--- src/rtl/switch_pkg.sv ---
// switch_pkg: shared types and helpers for the 4-port switch
package switch_pkg;
  localparam int NUM_PORTS = 4;
  typedef struct packed {
    logic [3:0] target;
    logic [3:0] source;
  } hdr_t;
  typedef enum logic [2:0] {W_IDLE, W_LEN, W_PAYLOAD, W_DROP_LEN, W_DROP} wr_state_t;
  typedef enum logic [1:0] {R_IDLE, R_LEN, R_PAY} rd_state_t;
  function automatic logic is_onehot4(input logic [3:0] v);
    return v != 4'd0 && (v & (v - 4'd1)) == 4'd0;
  endfunction
endpackage

--- src/rtl/sf_fifo_mem.sv ---
// sf_fifo_mem: byte-wide register array with one write port and a combinational read port
module sf_fifo_mem #(
  parameter int DEPTH = 64,
  parameter int AW = $clog2(DEPTH)
) (
  input  logic          clk,
  input  logic          we,
  input  logic [AW-1:0] waddr,
  input  logic [7:0]    wdata,
  input  logic [AW-1:0] raddr,
  output logic [7:0]    rdata
);
  logic [7:0] mem [DEPTH];
  // storage write; contents need no reset because pointers gate every read
  always_ff @(posedge clk) begin
    if (we) mem[waddr] <= wdata;
  end
  assign rdata = mem[raddr];
endmodule

--- src/rtl/switch_port_ingress.sv ---
// switch_port_ingress: validates byte-serial packets and forwards good ones store-and-forward to the fabric
module switch_port_ingress
  import switch_pkg::*;
#(
  parameter int PORT_ID = 0,
  parameter int DEPTH = 64,
  parameter int MAX_LEN = 32
) (
  input  logic                 clk,
  input  logic                 rst,
  input  logic                 in_valid,
  input  logic [7:0]           in_data,
  output logic                 in_ready,
  output logic                 out_valid,
  output logic [7:0]           out_data,
  output logic                 out_sop,
  output logic                 out_eop,
  output logic [NUM_PORTS-1:0] out_dest,
  input  logic                 out_ready,
  output logic [7:0]           drop_cnt,
  output logic [7:0]           pkt_cnt
);
  localparam int AW = $clog2(DEPTH);
  localparam logic [AW:0] ONE = (AW+1)'(1);
  localparam logic [AW:0] OCC_MAX = (AW+1)'(DEPTH - MAX_LEN - 2);
  wr_state_t ws, ws_nx;
  rd_state_t rs, rs_nx;
  logic [AW:0] wr_ptr, commit_ptr, rd_ptr, occ;
  logic [7:0] remaining, rd_remaining, rd_byte;
  logic [3:0] dest_q;
  logic acc, hdr_ok, len_ok, last, we, commit, rewind, drop_inc, rd_hs;
  hdr_t hdr;
  assign hdr = hdr_t'(in_data);
  assign hdr_ok = is_onehot4(hdr.target) && hdr.source == 4'(1 << PORT_ID) && hdr.target != hdr.source;
  assign len_ok = in_data != 8'd0 && in_data <= 8'(MAX_LEN);
  assign last = remaining == 8'd1;
  assign occ = wr_ptr - rd_ptr;
  sf_fifo_mem #(.DEPTH(DEPTH), .AW(AW)) u_mem (
    .clk(clk),
    .we(we),
    .waddr(wr_ptr[AW-1:0]),
    .wdata(in_data),
    .raddr(rd_ptr[AW-1:0]),
    .rdata(rd_byte)
  );
  // state registers for both FSMs
  always_ff @(posedge clk) begin
    if (rst) begin
      ws <= W_IDLE;
      rs <= R_IDLE;
    end else begin
      ws <= ws_nx;
      rs <= rs_nx;
    end
  end
  // write FSM next state, advanced only on accepted bytes
  always_comb begin
    ws_nx = ws;
    if (acc) begin
      case (ws)
        W_IDLE:     ws_nx = hdr_ok ? W_LEN : W_DROP_LEN;
        W_LEN:      ws_nx = len_ok ? W_PAYLOAD : (in_data == 8'd0 ? W_IDLE : W_DROP);
        W_PAYLOAD:  ws_nx = last ? W_IDLE : W_PAYLOAD;
        W_DROP_LEN: ws_nx = in_data == 8'd0 ? W_IDLE : W_DROP;
        W_DROP:     ws_nx = last ? W_IDLE : W_DROP;
        default:    ws_nx = W_IDLE;
      endcase
    end
  end
  // write FSM outputs; a new packet starts only when a maximal packet is guaranteed to fit
  always_comb begin
    in_ready = ws != W_IDLE || occ <= OCC_MAX;
    acc = in_valid && in_ready;
    we = acc && ((ws == W_IDLE && hdr_ok) || (ws == W_LEN && len_ok) || ws == W_PAYLOAD);
    commit = acc && ws == W_PAYLOAD && last;
    rewind = acc && ws == W_LEN && !len_ok;
    drop_inc = rewind || (acc && ws == W_DROP_LEN);
  end
  // read FSM next state, advanced only on output handshakes
  always_comb begin
    rs_nx = rs;
    if (rd_hs) begin
      case (rs)
        R_IDLE:  rs_nx = R_LEN;
        R_LEN:   rs_nx = R_PAY;
        R_PAY:   rs_nx = rd_remaining == 8'd1 ? R_IDLE : R_PAY;
        default: rs_nx = R_IDLE;
      endcase
    end
  end
  // read FSM outputs; data is zeroed while idle so outputs read 0 out of reset
  always_comb begin
    out_valid = commit_ptr != rd_ptr;
    rd_hs = out_valid && out_ready;
    out_data = out_valid ? rd_byte : 8'd0;
    out_sop = out_valid && rs == R_IDLE;
    out_eop = out_valid && rs == R_PAY && rd_remaining == 8'd1;
    out_dest = !out_valid ? 4'd0 : rs == R_IDLE ? rd_byte[7:4] : dest_q;
  end
  // pointers, length counters and statistics
  always_ff @(posedge clk) begin
    if (rst) begin
      wr_ptr <= '0;
      commit_ptr <= '0;
      rd_ptr <= '0;
      remaining <= '0;
      rd_remaining <= '0;
      dest_q <= '0;
      drop_cnt <= '0;
      pkt_cnt <= '0;
    end else begin
      wr_ptr <= rewind ? commit_ptr : wr_ptr + (we ? ONE : '0);
      if (commit) commit_ptr <= wr_ptr + ONE;
      if (commit) pkt_cnt <= pkt_cnt + 8'd1;
      if (drop_inc && drop_cnt != 8'hff) drop_cnt <= drop_cnt + 8'd1;
      if (acc && (ws == W_LEN || ws == W_DROP_LEN)) remaining <= in_data;
      else if (acc && (ws == W_PAYLOAD || ws == W_DROP)) remaining <= remaining - 8'd1;
      rd_ptr <= rd_ptr + (rd_hs ? ONE : '0);
      if (rd_hs && rs == R_IDLE) dest_q <= rd_byte[7:4];
      if (rd_hs && rs == R_LEN) rd_remaining <= rd_byte;
      else if (rd_hs && rs == R_PAY) rd_remaining <= rd_remaining - 8'd1;
    end
  end
endmodule
--- config.mk ---
export PLATFORM = sky130hd
export DESIGN_NAME = switch_port_ingress
export DESIGN_NICKNAME = d
export VERILOG_FILES = /design/src/rtl/switch_pkg.sv /design/src/rtl/sf_fifo_mem.sv /design/src/rtl/switch_port_ingress.sv
export SDC_FILE = /design/constraint.sdc
export NUM_CORES = 1
export LEC_CHECK = 0
export CORE_MARGIN = 2
export CORE_UTILIZATION = 55
export DETAILED_ROUTE_END_ITERATION = 10
export PLACE_DENSITY_LB_ADDON = 0.1
export SLEW_MARGIN = 30
export SYNTH_ARGS = -nofsm -noshare
export SYNTH_HDL_FRONTEND = slang
export SYNTH_SLANG_ARGS = --single-unit
--- constraint.sdc ---
create_clock -name clk -period 7.95 [get_ports clk]
set_input_delay 0.795 -clock clk [delete_from_list [all_inputs] [get_ports clk]]
set_output_delay 0.795 -clock clk [all_outputs]
set_load 0.1 [all_outputs]
# [Word-level counts from Yosys, hierarchy flattened]
# Memory sizes are Yosys's and may differ from the RTL's. A register that Yosys moved wholly into a read port is not among the register bits.
# Cells that the tools add are included.
[op_classes] add_sub_neg=9 n_lt_le_gt_ge=2 eq_ne=12 muxes=21 n_bitwise=1 n_reduce_logical=39
[ops] cell="2-to-1 mux 8 bit" n=5
[ops] cell="logical AND 1 bit" n=23
[ops] cell="adder 8 x 1 -> 8 bit, second input constant" n=2
[ops] cell="== test 8 x 1 -> 1 bit, second input constant" n=2
[ops] cell="subtractor 8 x 1 -> 8 bit, second input constant" n=2
[ops] cell="case mux 3 bit (5 select lines)" n=1
[ops] cell="adder 7 x 1 -> 7 bit" n=2
[ops] cell="2-to-1 mux 3 bit" n=3
[ops] cell="less-or-equal comparator 8 x 6 -> 1 bit, second input constant" n=1
[ops] cell="zero test 8 bit" n=1
[ops] cell="2-to-1 mux 4 bit" n=2
[ops] cell="!= test 8 bit, second input constant" n=1
[ops] cell="nonzero test 8 bit" n=1
[ops] cell="adder 7 x 1 -> 7 bit, second input constant" n=1
[ops] cell="less-or-equal comparator 7 x 5 -> 1 bit, second input constant" n=1
[ops] cell="2-to-1 mux 7 bit" n=1
[ops] cell="!= test 7 bit" n=1
[ops] cell="subtractor 7 bit" n=1
[ops] cell="== test 3 x 2 -> 1 bit, second input constant" n=2
[ops] cell="logical OR 1 bit" n=6
[ops] cell="2-to-1 mux 2 bit" n=3
[ops] cell="2-to-1 mux 6 bit" n=1
[ops] cell="case mux 2 bit (3 select lines)" n=1
[ops] cell="bitwise AND 4 bit" n=1
[ops] cell="other kinds (15)" n=19
[word_totals] register_bits=62 ram_bits=512 input_bits=12 output_inout_bits=32 wordCells=95 n_memories=1
[mem_list] memory="u_mem.mem" words=64 word_bits=8 read_ports=1 rd_ports_with_merged_regs=1 wr=1 line_no="sf_fifo_mem.sv:13" rtl="logic [7:0] mem [DEPTH];"

# [Longest topological paths before layout]
# Gate-level depths: netlist of run 1.
[logic_depth] word_depth=13 ltp_mapped=23 ltp_nobuf=18

# [Modules after synthesis]
# From an unflattened synthesis of run 1, not the netlist that was laid out.
[unflattened] cells_unflattened=1399 hier_area_um2=23660.2
[by_module_without_submodules] module="sf_fifo_mem" n_inst=1 cells_each=932 area_per_inst_um2=20006.7 seq_area_each_um2=15374.7
[by_module_without_submodules] module="switch_port_ingress" n_inst=1 cells_each=467 area_per_inst_um2=3653.5 seq_area_each_um2=1241.2

# [Worst setup path after synthesis of run 1]
# OpenSTA, ideal clock, no wires.
[synth_path] path_kind="register to output" from="register rd_ptr[1]" to="output port out_dest[0]" arrival_ns=4.085 required_time_ns=7.155 path_slack_ns=3.070 stages_incl_launch_ff=10 n_path_buf=3 cell_sequence="dfxtp_1 > clkbuf_2 > or3b_2 > buf_2 > clkbuf_1 > o221ai_1 > a21oi_1 > nor3_1 > a311oi_2 > a211oi_1"
[synth_between] elab_chain_len=2
[synth_lines] item="start, declared" line_no="switch_port_ingress.sv:28" rtl="logic [AW:0] wr_ptr, commit_ptr, rd_ptr, occ;"
[synth_lines] item="start signal, assigned" line_no="switch_port_ingress.sv:118" rtl="rd_ptr <= rd_ptr + (rd_hs ? ONE : '0);"
[synth_lines] item="!= test 7 bit" line_no="switch_port_ingress.sv:93" rtl="out_valid = commit_ptr != rd_ptr;"
[synth_lines] item="2-to-1 mux 4 bit" line_no="switch_port_ingress.sv:98" rtl="out_dest = !out_valid ? 4'd0 : rs == R_IDLE ? rd_byte[7:4] : dest_q;"
[synth_lines] item="end, declared" line_no="switch_port_ingress.sv:18" rtl="output logic [NUM_PORTS-1:0] out_dest,"
# No other way between the ends.

# [Worst setup path in the final report of run 1]
[layout_path] from="register rd_ptr[1]" to="output port in_ready"
[layout_between] elab_chain_len=3
[layout_lines] item="subtractor 7 bit" line_no="switch_port_ingress.sv:37" rtl="assign occ = wr_ptr - rd_ptr;"
[layout_lines] item="less-or-equal comparator 7 x 5 -> 1 bit" line_no="switch_port_ingress.sv:72" rtl="in_ready = ws != W_IDLE || occ <= OCC_MAX;"
[layout_lines] item="logical OR 1 bit" line_no="switch_port_ingress.sv:72"
[layout_lines] item="end, declared" line_no="switch_port_ingress.sv:13" rtl="output logic in_ready,"
# No other way between the ends.

==> results by group, run 1 <==
Finish
  • Layout cell share with drive strength beyond 1: ~17%
  • Diodes inserted: 0
  • NumNets Final: between 1.5k and 2k
  • Final Instance Area: ~27000 µm²
  • Layout overhead on the synthesized area: 12.6%

Route
  • Overall via count from detail_route: 13.9k
  • Vias per std cell: approximately 6.5
  • First drt pass iteration count: 5
  • Average detailed-routed wire length per instance: around 28 µm
  • Remaining routing DRC violations: 0
  • First DRT Iteration DRCs: a little under 2k
  • Post-DRT Antenna Nets: 0
  • Aggregate routed wire length: 60800 µm

Clock tree
  • # H-tree levels: 2
  • Master cell of the clock root buffer: clkbuf_16
  • Clock sink count: between 500 and 600
  • Number of gates resized after cts: 0
  • Post-CTS Repair Setup Buffers: 0
  • Post-CTS Hold Buffers: 0
  • Maximum buffer depth of the clock tree: 3
  • CTS buffer count: 57
  • Worst-skew pair later-pin latency: between 0.6 and 0.7 ns
  • TritonCTS clock tree: yes
  • Clock transition at the registers of the reported paths: 0.06 ns

Synthesis
  • Synthesized-area fraction occupied by ao, oa, aoi and oai cells: 6.22%
  • Post-synthesis simple-gate area fraction: between 6 and 7%
  • Top area cells in the synthesized netlist: edfxtp_1 (64%), mux4_2 (6.7%), dfxtp_1 (5.2%), mux2i_1 (4.7%), nor3_1 (1.7%)
  • Number of instances in the synthesized netlist: ~1.5k
  • Netlist Area Pre-Place: approximately 24000 µm²
  • Biggest area consumer among synthesized cells: edfxtp_1
  • List of most frequent post-synthesis cells: edfxtp_1 (512), mux2i_1 (113), nor2_1 (86)
  • Proportion of synthesized area in mux cells: between 10% and 20%
  • Share of synthesized area occupied by flip-flops and latches: a little over two thirds
  • Avg Synthesized Cell Area: 16.2 µm²
  • Count of warnings emitted by yosys: 0
  • Yosys cell types: 70
  • Most instantiated flip-flop cell in the synthesis netlist: edfxtp_1
  • Dominant combinational cell family by area after synthesis: multiplexers
  • Share of the synthesized netlist area taken by xor and xnor gates: 1.21%
  • Top-count cell post-synth: edfxtp_1
  • Post-synthesis register bit count: 574
  • Fraction of synthesis flops using an asynchronous set or reset pin: 0%
  • Number of nets in the synthesized netlist: between 1.5k and 2k
  • Adder and majority cell fraction of the synthesized area: less than 1%
  • Number of enable flip-flop cells after synthesis: about 510
  • Area share of the largest cell type after synthesis: approximately 64%

Pwr
  • Sequential share of power: 49.0%
  • Share of total power in the clock network: a little under two fifths
  • Static Leak: approximately 0.008 µW
  • Comb pwr share: between 10% and 20%
  • Worst ir drop on vdd: 0.185 mV
  • Fraction of power spent switching nets: roughly 26%
  • Power Internal: 5120 µW
  • Cell Pwr Density: 255 nW/µm²
  • Switching component of the power: approximately 1800 µW

Setup path
  • Largest stage delay, worst path: between 1 and 1.5 ns
  • Critical path peak fanout: 40
  • Critical path class: reg2out
  • Launching element type of the critical path: register
  • Required time at the worst-slack endpoint: roughly 7.2 ns
  • Kind of end point of the critical path: output pin
  • Cell with the largest stage delay on the worst path: clkdlybuf4s50_1
  • Arrival time of the worst setup path: between 5 and 6 ns
  • Crit-path cells: inv_1, ha_1, nor2b_1, o21ai_0, a211oi_1, or3_1, or4_1, nand2_1, clkdlybuf4s50_1

Die
  • Number of placed I/O pins: between 40 and 50
  • Height of the chip: around 210 µm
  • Core footprint: 43000 µm²
  • Horizontal die dimension: around 210 µm
  • Starting density of the core: ~56%
  • Area of the die: 45200 µm²
  • Row count: 76

Placed design
  • I/O Buffers: between 40 and 50
  • Detailed-placement wirelength estimate: between 30000 and 40000 µm
  • Post-place instance area: ~25000 µm²
  • Weighted congestion reported at the end of routability-driven placement: 0.866

Timing
  • Final Slew Violations: 0
  • Crit share post-route: ~74%
  • Relative slew slack: 28.9%
  • Fmax: around 0.17 GHz
  • Count of endpoints failing setup in the final report: 0
  • Unrepaired setup endpoints after global routing: false
  • Shortest clock period the worst path allows after layout: about 6 ns
  • Worst hold slack: between 0.4 and 0.5 ns
  • Final-report hold violation count: 0
  • Worst Tran Pin Value: between 1 and 1.5 ns
  • Accumulated negative setup slack: 0 ns
  • Maximum clock skew at final layout: 0.0225 ns

Outcome
  • Result of the run: finished, final reports clean

Global routing
  • GRT met1 Usage: 41.5%
  • Total routing resource utilization after global routing: between 20 and 30%
  • Initial antenna violation count: 0
  • Maximum number of pins on one net before global-route repair: slightly above 70
  • Number of global-route vias before repair: about 13k
  • First-pass GRT wire length: 88900 µm
  • Global route total overflow: 0
  • Most used routing layer: met1
  • Global-route track usage on met2: between 40% and 50%
  • Global-route track usage on met3: 4.58%

Worst hold path
  • Worst hold path class: reg2reg

Flow run
  • Number of max-cap violations: 0
layer usage:
| metal | up-vias | part of all wire (%) |
|---|---|---|
| li1 | 5998 | - |
| met3 | 102 | 8.7 |
| met4 | 0 | 2.4 |
| met2 | 696 | 46 |
| met1 | 7110 | 43 |
| met5 | - | 0 |
state kept, by name, summed over array words and instances, names as in the netlist:
name	count
commit_ptr	7
dest_q	4
drop_cnt	8
pkt_cnt	8
rd_ptr	7
rd_remaining	8
remaining	8
rs	2
u_mem.mem	512
wr_ptr	7
ws	3
power groups by stage:
stage / registers (µW) / logic (µW) / clock network [µW]
6_report: 3370 / 877 / 2630
5_1_grt: 3370 / 932 / 2760
4_1_cts: 3370 / 868 / 2660
3_5_place_dp: 3430 / 867 / 0
3_3_place_gp: 3430 / 843 / 0
2_1_floorplan: 3400 / 642 / 0
worst max-delay path: cells and delay by family (launching register included):
kind,cells,cell delay [ns]
adder cells (fa/ha/maj),1,0.43
buffers and inverters,2,1.68
flip-flops,1,0.75
AO/OA/AOI/OAI,2,0.42
AND/OR/NAND/NOR,4,1.21
metrics by stage:
stage / setup WS [ns] / util [%] / cells / total power, µW
finish: 2.03 / 62.7 / 2150 / 6870
global route: 1.78 / 62.7 / 2150 / 7070
CTS: 2.07 / 62.4 / 2150 / 6890
detailed placement: 2.58 / 58.2 / 2047 / 4300
global placement: 2.72 / 57.7 / 2046 / 4270
floorplan: 3.07 / - / 1480 / 4040
area by class of cell:
cell class	instances	area (µm²)
clock buffers	69	1500
repair buffers	70	633
inverters	22	82.6
well taps	585	732
multi-input cells	796	7060
clock inverters	34	302
flip-flops and latches	574	16600
fillers	3172	16000
cells in the final DEF (no fill, tap or decap), types with 4 or more instances in the layout:
cell / instances
clkbuf_1: 10
clkdlybuf4s50_1: 34
o21ai_0: 38
o31ai_1: 6
dfxtp_1: 59
o211ai_1: 4
ha_1: 17
inv_1: 19
edfxtp_1: 512
clkbuf_16: 58
nor4_1: 4
a21oi_1: 46
a31oi_1: 5
o221ai_1: 14
a22o_1: 4
clkinv_2: 8
nand3_1: 26
and3_1: 5
nor3_2: 59
nor2b_1: 10
nand3b_1: 7
nand2_1: 57
a211oi_1: 23
bufinv_16: 5
mux4_1: 14
xor2_1: 18
buf_4: 24
nor2_1: 85
clkinv_1: 14
o22ai_1: 17
xnor2_1: 15
a22oi_1: 31
or3_1: 19
nand4_1: 10
mux4_2: 71
nor3_1: 22
buf_2: 9
mux2i_1: 113
cells by family after synthesis:
family,Yosys count
compound gates,217
flops,574
buf+inv,110
mux,199
xor+xnor,33
fa+ha+maj,18
simple gates,329
path summary, 6_finish.rpt:
kind / from / cells after the start / endpoint / slack (ns)
worst max-delay path: rd_ptr[1] / 9 / in_ready / 2.03
worst min-delay path: remaining[1] / 2 / remaining[1] / 0.50
worst max register to register: rd_ptr[1] / 11 / u_mem.mem[60][6] / 2.57
worst min register to register: remaining[1] / 2 / remaining[1] / 0.50
No activity file was read; power rests on OpenSTA's default activity.
==> inputs of run 2 (changes only) <==
==> constraint.sdc (replaced) <==
create_clock -name clk -period 5.2 [get_ports clk]
set_input_delay 0.52 -clock clk [delete_from_list [all_inputs] [get_ports clk]]
set_output_delay 0.52 -clock clk [all_outputs]
set_load 0.1 [all_outputs]
==> run 2 against run 1 <==
  * Design area rose by 1.2%
  * Count of clock-buffer cells in the layout shrank 6
  * Via count down 0.73%
  * Total power grew 57%
  * First-iteration DRC count decreased by 14%
  * Worst setup slack got worse by 1.6 ns
  * Register-to-register slack lost 1.5 ns
  * Wire length down 2.3%
  * Clock power grew 66%
  * Worst hold slack got worse by 0.19 ns
  * Clock skew is 0.0090 ns higher
  * Global-route usage shrank 0.48 points
  * Largest cell class unchanged
  * Largest power group unchanged
  * Highest routed layer unchanged
==> results by group, run 2 (same netlist as run 1, synthesis figures left out) <==
Clock tree
  • Clock sink count: between 500 and 600
  • TritonCTS clock tree: yes
  • # H-tree levels: 2
  • Clock transition at the registers of the reported paths: around 0.070 ns
  • Post-CTS Repair Setup Buffers: 0
  • Number of gates resized after cts: 0
  • Worst-skew pair later-pin latency: between 0.6 and 0.7 ns
  • Maximum buffer depth of the clock tree: 3
  • Master cell of the clock root buffer: clkbuf_16
  • CTS buffer count: 57
  • Post-CTS Hold Buffers: 0

Setup path
  • Largest stage delay, worst path: 0.69 ns
  • Kind of end point of the critical path: output pin
  • Launching element type of the critical path: register
  • Crit-path cells: buf_4, or3b_2, o22ai_1, nor3_1, nand3_1, a311oi_2, a211oi_1, buf_4
  • Required time at the worst-slack endpoint: ~4.7 ns
  • Critical path peak fanout: 55
  • Critical path class: reg2out
  • Cell with the largest stage delay on the worst path: buf_4
  • CP most frequent cell: buf_4
  • Arrival time of the worst setup path: 4.27 ns

Finish
  • Diodes inserted: 0
  • Area of combinational cells with multiple inputs: approximately 6800 µm²
  • Number of filler instances in the final layout: approximately 3.2k
  • Final core utilization: 63.4%
  • Most frequent standard cell in the layout excluding fill and tap cells: edfxtp_1
  • Register with the highest flop count: u_mem.mem
  • NumNets Final: 1610
  • Layout cell share with drive strength beyond 1: between 10% and 20%
  • Area of all sequential standard cells: between 15000 and 20000 µm²
  • Largest register FFs: approximately 510
  • Layout overhead on the synthesized area: 13.9%
  • Highest-count cells in the layout ignoring fill and taps: edfxtp_1 (512), mux2i_1 (113), buf_4 (97)

Route
  • Remaining routing DRC violations: 0
  • Overall via count from detail_route: 13.8k
  • First drt pass iteration count: 7
  • Aggregate routed wire length: approximately 60000 µm
  • Average detailed-routed wire length per instance: approximately 27 µm
  • First DRT Iteration DRCs: roughly 1.7k
  • Vias per std cell: approximately 6.3
  • Post-DRT Antenna Nets: 0

Outcome
  • Result of the run: finished, final reports clean

Timing
  • Final Slew Violations: 0
  • Final Worst Setup Slack: 0.410 ns
  • Worst hold slack: around 0.31 ns
  • Worst Tran Pin Value: 1.00 ns
  • Final-report hold violation count: 0
  • Count of endpoints failing setup in the final report: 0
  • Crit share post-route: 92.1%
  • Unrepaired setup endpoints after global routing: false
  • Maximum clock skew at final layout: ~0.032 ns
  • Accumulated negative setup slack: 0 ns
  • Relative slew slack: around a third
  • Shortest clock period the worst path allows after layout: around 4.8 ns
  • Fmax: around 0.21 GHz

Pwr
  • Comb pwr share: between 10% and 20%
  • Power consumption: approximately 11000 µW
  • Power Internal: 8160 µW
  • Cell Pwr Density: ~400 nW/µm²
  • Switching component of the power: about 2600 µW
  • Share of total power in the clock network: between 40 and 50%
  • Sequential share of power: between 40 and 50%
  • Static Leak: between 0.008 and 0.009 µW
  • Worst ir drop on vdd: roughly 0.34 mV
  • Fraction of power spent switching nets: between 20% and 30%

Global routing
  • Global route total overflow: 0
  • Maximum number of pins on one net before global-route repair: 66
  • Number of global-route vias before repair: ~13k
  • Total routing resource utilization after global routing: a little over a quarter
  • Initial antenna violation count: 1
  • First-pass GRT wire length: approximately 88000 µm

Flow run
  • Number of max-cap violations: 0

Placed design
  • DP Worst Slack: between 1 and 1.5 ns
  • Detailed-placement wirelength estimate: between 30000 and 40000 µm
  • Weighted congestion reported at the end of routability-driven placement: between 0.8 and 0.9
  • I/O Buffers: 43

Die
  • Number of placed I/O pins: 44
  • Horizontal die dimension: about 210 µm
  • Core footprint: roughly 43000 µm²
  • Row count: between 70 and 80
  • Height of the chip: between 200 and 250 µm
  • Starting density of the core: a little under three fifths
  • Area of the die: 45200 µm²

Worst hold path
  • Worst hold path class: in2reg
==> run 2: cell count changes in the layout (fill, tap and decap cells not counted), sizes merged <==
cell           previous run  this run
clkinv                   25        21
clkinvlp                  2         4
clkdlybuf4s50            34        21
inv                      24        23
clkbuf                   69        63
buf                      36       108
bufinv                    5        12
==> run 2: stage by stage <==
stage	instances	instance area, µm²
floorplan	1480	23900
detailed placement	2106	25200
global placement	2106	25200
CTS	2207	27200
finish	2207	27200
global route	2207	27200
==> run 2: power by group through the flow <==
stage / clock (µW) / combinational [µW] / sequential (µW)
2_1_floorplan: 0 / 981 / 5200
5_1_grt: 4580 / 1390 / 5130
6_report: 4360 / 1300 / 5130
3_3_place_gp: 0 / 1280 / 5220
3_5_place_dp: 0 / 1300 / 5220
4_1_cts: 4430 / 1300 / 5130
==> run 2: area by class of cell <==
class	count	area share [%]
sequential	574	61.0
multi-input combinational	796	25.0
clock buffer	63	5.47
timing repair buffer	129	3.76
tap	585	2.69
clock inverter	38	1.81
inverter	22	0.303
==> run 2: final timing paths <==
check                   from                to  slack (ns)  cells after the start
setup reg to reg   rd_ptr[4]  u_mem.mem[61][4]        1.10                     10
hold / removal    in_data[5]  u_mem.mem[25][5]        0.31                      1
setup / recovery   rd_ptr[1]       out_dest[0]        0.41                      8
hold reg to reg    dest_q[1]         dest_q[1]        0.50                      2
==> run 2: worst max-delay path: cells and delay by family, from the launching register on <==
family	cells	cell delay, ns
AO/OA/AOI/OAI	3	0.99
AND/OR/NAND/NOR	3	1.16
flip-flops	1	0.51
buffers and inverters	2	0.95
==> run 2: layer usage <==
metal	GRT usage, %	share of wire, %
met1	39.2	43
met2	41.8	46
met3	4.55	6.9
met4	8.78	3.2
met5	0	0
==> inputs of run 3 (changes only) <==
--- a/config.mk
+++ b/config.mk
@@ -9,7 +9,6 @@
 export CORE_UTILIZATION = 55
 export DETAILED_ROUTE_END_ITERATION = 10
 export PLACE_DENSITY_LB_ADDON = 0.1
-export SLEW_MARGIN = 30
 export SYNTH_ARGS = -nofsm -noshare
 export SYNTH_HDL_FRONTEND = slang
 export SYNTH_SLANG_ARGS = --single-unit
==> run 3 against run 2 <==
  * Worst hold slack improved by 0.0056 ns
  * Register-to-register slack got worse by 0.10 ns
  * Count of clock-buffer cells in the layout increased by 5
  * Clock skew decreased by 0.016 ns
  * Global-route usage about the same
  * Final cell count about the same
  * Total power decreased by 3.6%
  * Via count decreased by 0.13%
  * Core utilization decreased by 0.60 points
  * Highest routed layer unchanged
==> results by group, run 3 (same netlist as run 1, synthesis figures left out) <==
Outcome
  • Result of the run: finished, final reports clean

Finish
  • Largest register FFs: approximately 510
  • Layout cell share with drive strength beyond 1: ~17%
  • Layout overhead on the synthesized area: 12.8%
  • Number of filler instances in the final layout: 3176
  • Register with the highest flop count: u_mem.mem
  • Diodes inserted: 0
  • NumNets Final: around 1.6k
  • Final Instance Area: 27000 µm²
  • Highest-count cells in the layout ignoring fill and taps: edfxtp_1 (512), mux2i_1 (113), buf_4 (97)
  • Most frequent standard cell in the layout excluding fill and tap cells: edfxtp_1

Flow run
  • Number of max-cap violations: 0

Timing
  • Worst Tran Pin Value: about 1.2 ns
  • Relative slew slack: between 20% and 30%
  • Crit share post-route: 92.4%
  • Accumulated negative setup slack: 0 ns
  • Unrepaired setup endpoints after global routing: false
  • Final Worst Setup Slack: just under 0.4 ns
  • Final Slew Violations: 0
  • Shortest clock period the worst path allows after layout: roughly 4.8 ns
  • Fmax: about 0.21 GHz
  • Maximum clock skew at final layout: between 0.015 and 0.02 ns
  • Final-report hold violation count: 0
  • Count of endpoints failing setup in the final report: 0

Setup path
  • Required time at the worst-slack endpoint: 4.68 ns
  • Reg-to-reg startpoint: rd_ptr[4]
  • Launching element type of the critical path: register
  • Kind of end point of the critical path: output pin
  • Cell with the largest stage delay on the worst path: buf_4
  • Largest stage delay, worst path: 0.70 ns
  • Arrival time of the worst setup path: 4.29 ns
  • Critical path peak fanout: 55
  • Critical path class: reg2out
  • Count of cells along the worst register-to-register path: 9
  • CP most frequent cell: buf_4
  • FF-to-FF End: u_mem.mem[44][1]
  • Crit-path cells: buf_4, nand3b_1, buf_4, o22ai_1, nor3_1, o21ai_0, a311oi_2, a211oi_1, buf_4
  • Register-to-register setup slack: 1.00 ns

Placed design
  • Detailed-placement wirelength estimate: 36600 µm
  • Weighted congestion reported at the end of routability-driven placement: slightly below 0.9
  • I/O Buffers: between 40 and 50
  • Post-place instance area: around 25000 µm²
  • DP Worst Slack: around 1 ns

Worst hold path
  • Start point of the worst min-delay path: in_data[5]
  • Worst-case hold path end point: u_mem.mem[24][5]
  • Number of cells traversed by the worst hold path: 1
  • Worst hold path class: in2reg

Route
  • Remaining routing DRC violations: 0
  • Overall via count from detail_route: around 14k
  • Post-DRT Antenna Nets: 0
  • First DRT Iteration DRCs: between 1.5k and 2k
  • Average detailed-routed wire length per instance: 26.8 µm
  • Vias per std cell: ~6.2
  • Aggregate routed wire length: 59300 µm
  • First drt pass iteration count: 5

Die
  • Starting density of the core: between 50% and 60%
  • Height of the chip: 213 µm
  • Core footprint: roughly 43000 µm²
  • Row count: 76
  • Number of placed I/O pins: 44
  • Area of the die: 45200 µm²
  • Horizontal die dimension: around 210 µm

Clock tree
  • TritonCTS clock tree: yes
  • Worst-skew pair later-pin latency: around 0.6 ns
  • CTS buffer count: 57
  • Clock transition at the registers of the reported paths: roughly 0.06 ns
  • Post-CTS Hold Buffers: 0
  • Maximum buffer depth of the clock tree: 3
  • Number of gates resized after cts: 0
  • Post-CTS Repair Setup Buffers: 0
  • Clock sink count: 574
  • Master cell of the clock root buffer: clkbuf_16
  • # H-tree levels: 2

Pwr
  • Worst ir drop on vdd: 0.337 mV
  • Cell Pwr Density: 385 nW/µm²
  • Static Leak: about 0.0086 µW

Global routing
  • Global-route track usage on met2: 41.7%
  • Global route total overflow: 0
  • Number of global-route vias before repair: between 10k and 15k
  • GRT met1 Usage: approximately 40%
  • Total routing resource utilization after global routing: a little over a quarter
  • Global-route track usage on met3: approximately 4.6%
  • Most used routing layer: met2
  • Initial antenna violation count: 1
  • First-pass GRT wire length: between 80000 and 90000 µm
  • Maximum number of pins on one net before global-route repair: 66
[run 3: changes by cell type in the layout (fill, tap and decap cells not counted), moves of 3 or more]
cell	delta
clkinv_2	+7
nor3_2	-12
clkinvlp_4	-3
nor3_1	+12
bufinv_16	-7
clkbuf_1	+5
[run 3: final cells by class]
cell class                 count  area [µm²]  share of cell area, %
sequential                   574       16600                   61.6
multi-input combinational    796        6730                   24.9
clock buffer                  68        1500                   5.55
timing repair buffer         129        1020                   3.79
tap                          585         732                   2.71
clock inverter                35         298                   1.10
inverter                      22        82.6                  0.306
[run 3: metal layers]
layer / routed length [µm] / share of wire (%) / vias to the layer above
met2: 27400 / 46 / 587
met3: 4640 / 7.8 / 108
met4: 1760 / 3.0 / 0
met1: 25500 / 43 / 6985
met5: 0 / 0 / -
li1: - / - / 6107
[run 3: where the power goes]
part	internal [µW]	switching (µW)
combinational	447	851
clock	2290	1690
sequential	5070	60.8
[run 3: worst max path at each step]
| stage | from | end |
|---|---|---|
| 2_1_floorplan | rd_ptr[1] | out_dest[0] |
| 3_3_place_gp | rd_ptr[1] | out_dest[0] |
| 3_5_place_dp | rd_ptr[4] | u_mem.mem[44][5] |
| 4_1_cts | rd_ptr[1] | out_dest[0] |
| 5_1_grt | rd_ptr[1] | out_dest[0] |
| 6_report | rd_ptr[1] | out_dest[0] |
[run 3: critical path, delay by kind of cell, from the launching register on]
kind | cells | cell delay (ns)
buffers and inverters | 3 | 1.36
AOI/OAI and AO/OA | 4 | 1.22
DFF | 1 | 0.52
and+or+nand+nor | 2 | 0.55
[run 3: stage by stage]
step	cells	power, µW	util [%]	hold WS, ns
finish	2209	10400	62.8	0.316
floorplan	1480	6180	-	0.458
global route	2209	10700	62.8	0.309
CTS	2209	10500	62.8	0.288
global placement	2106	6500	58.6	0.475
detailed placement	2106	6520	58.6	0.489
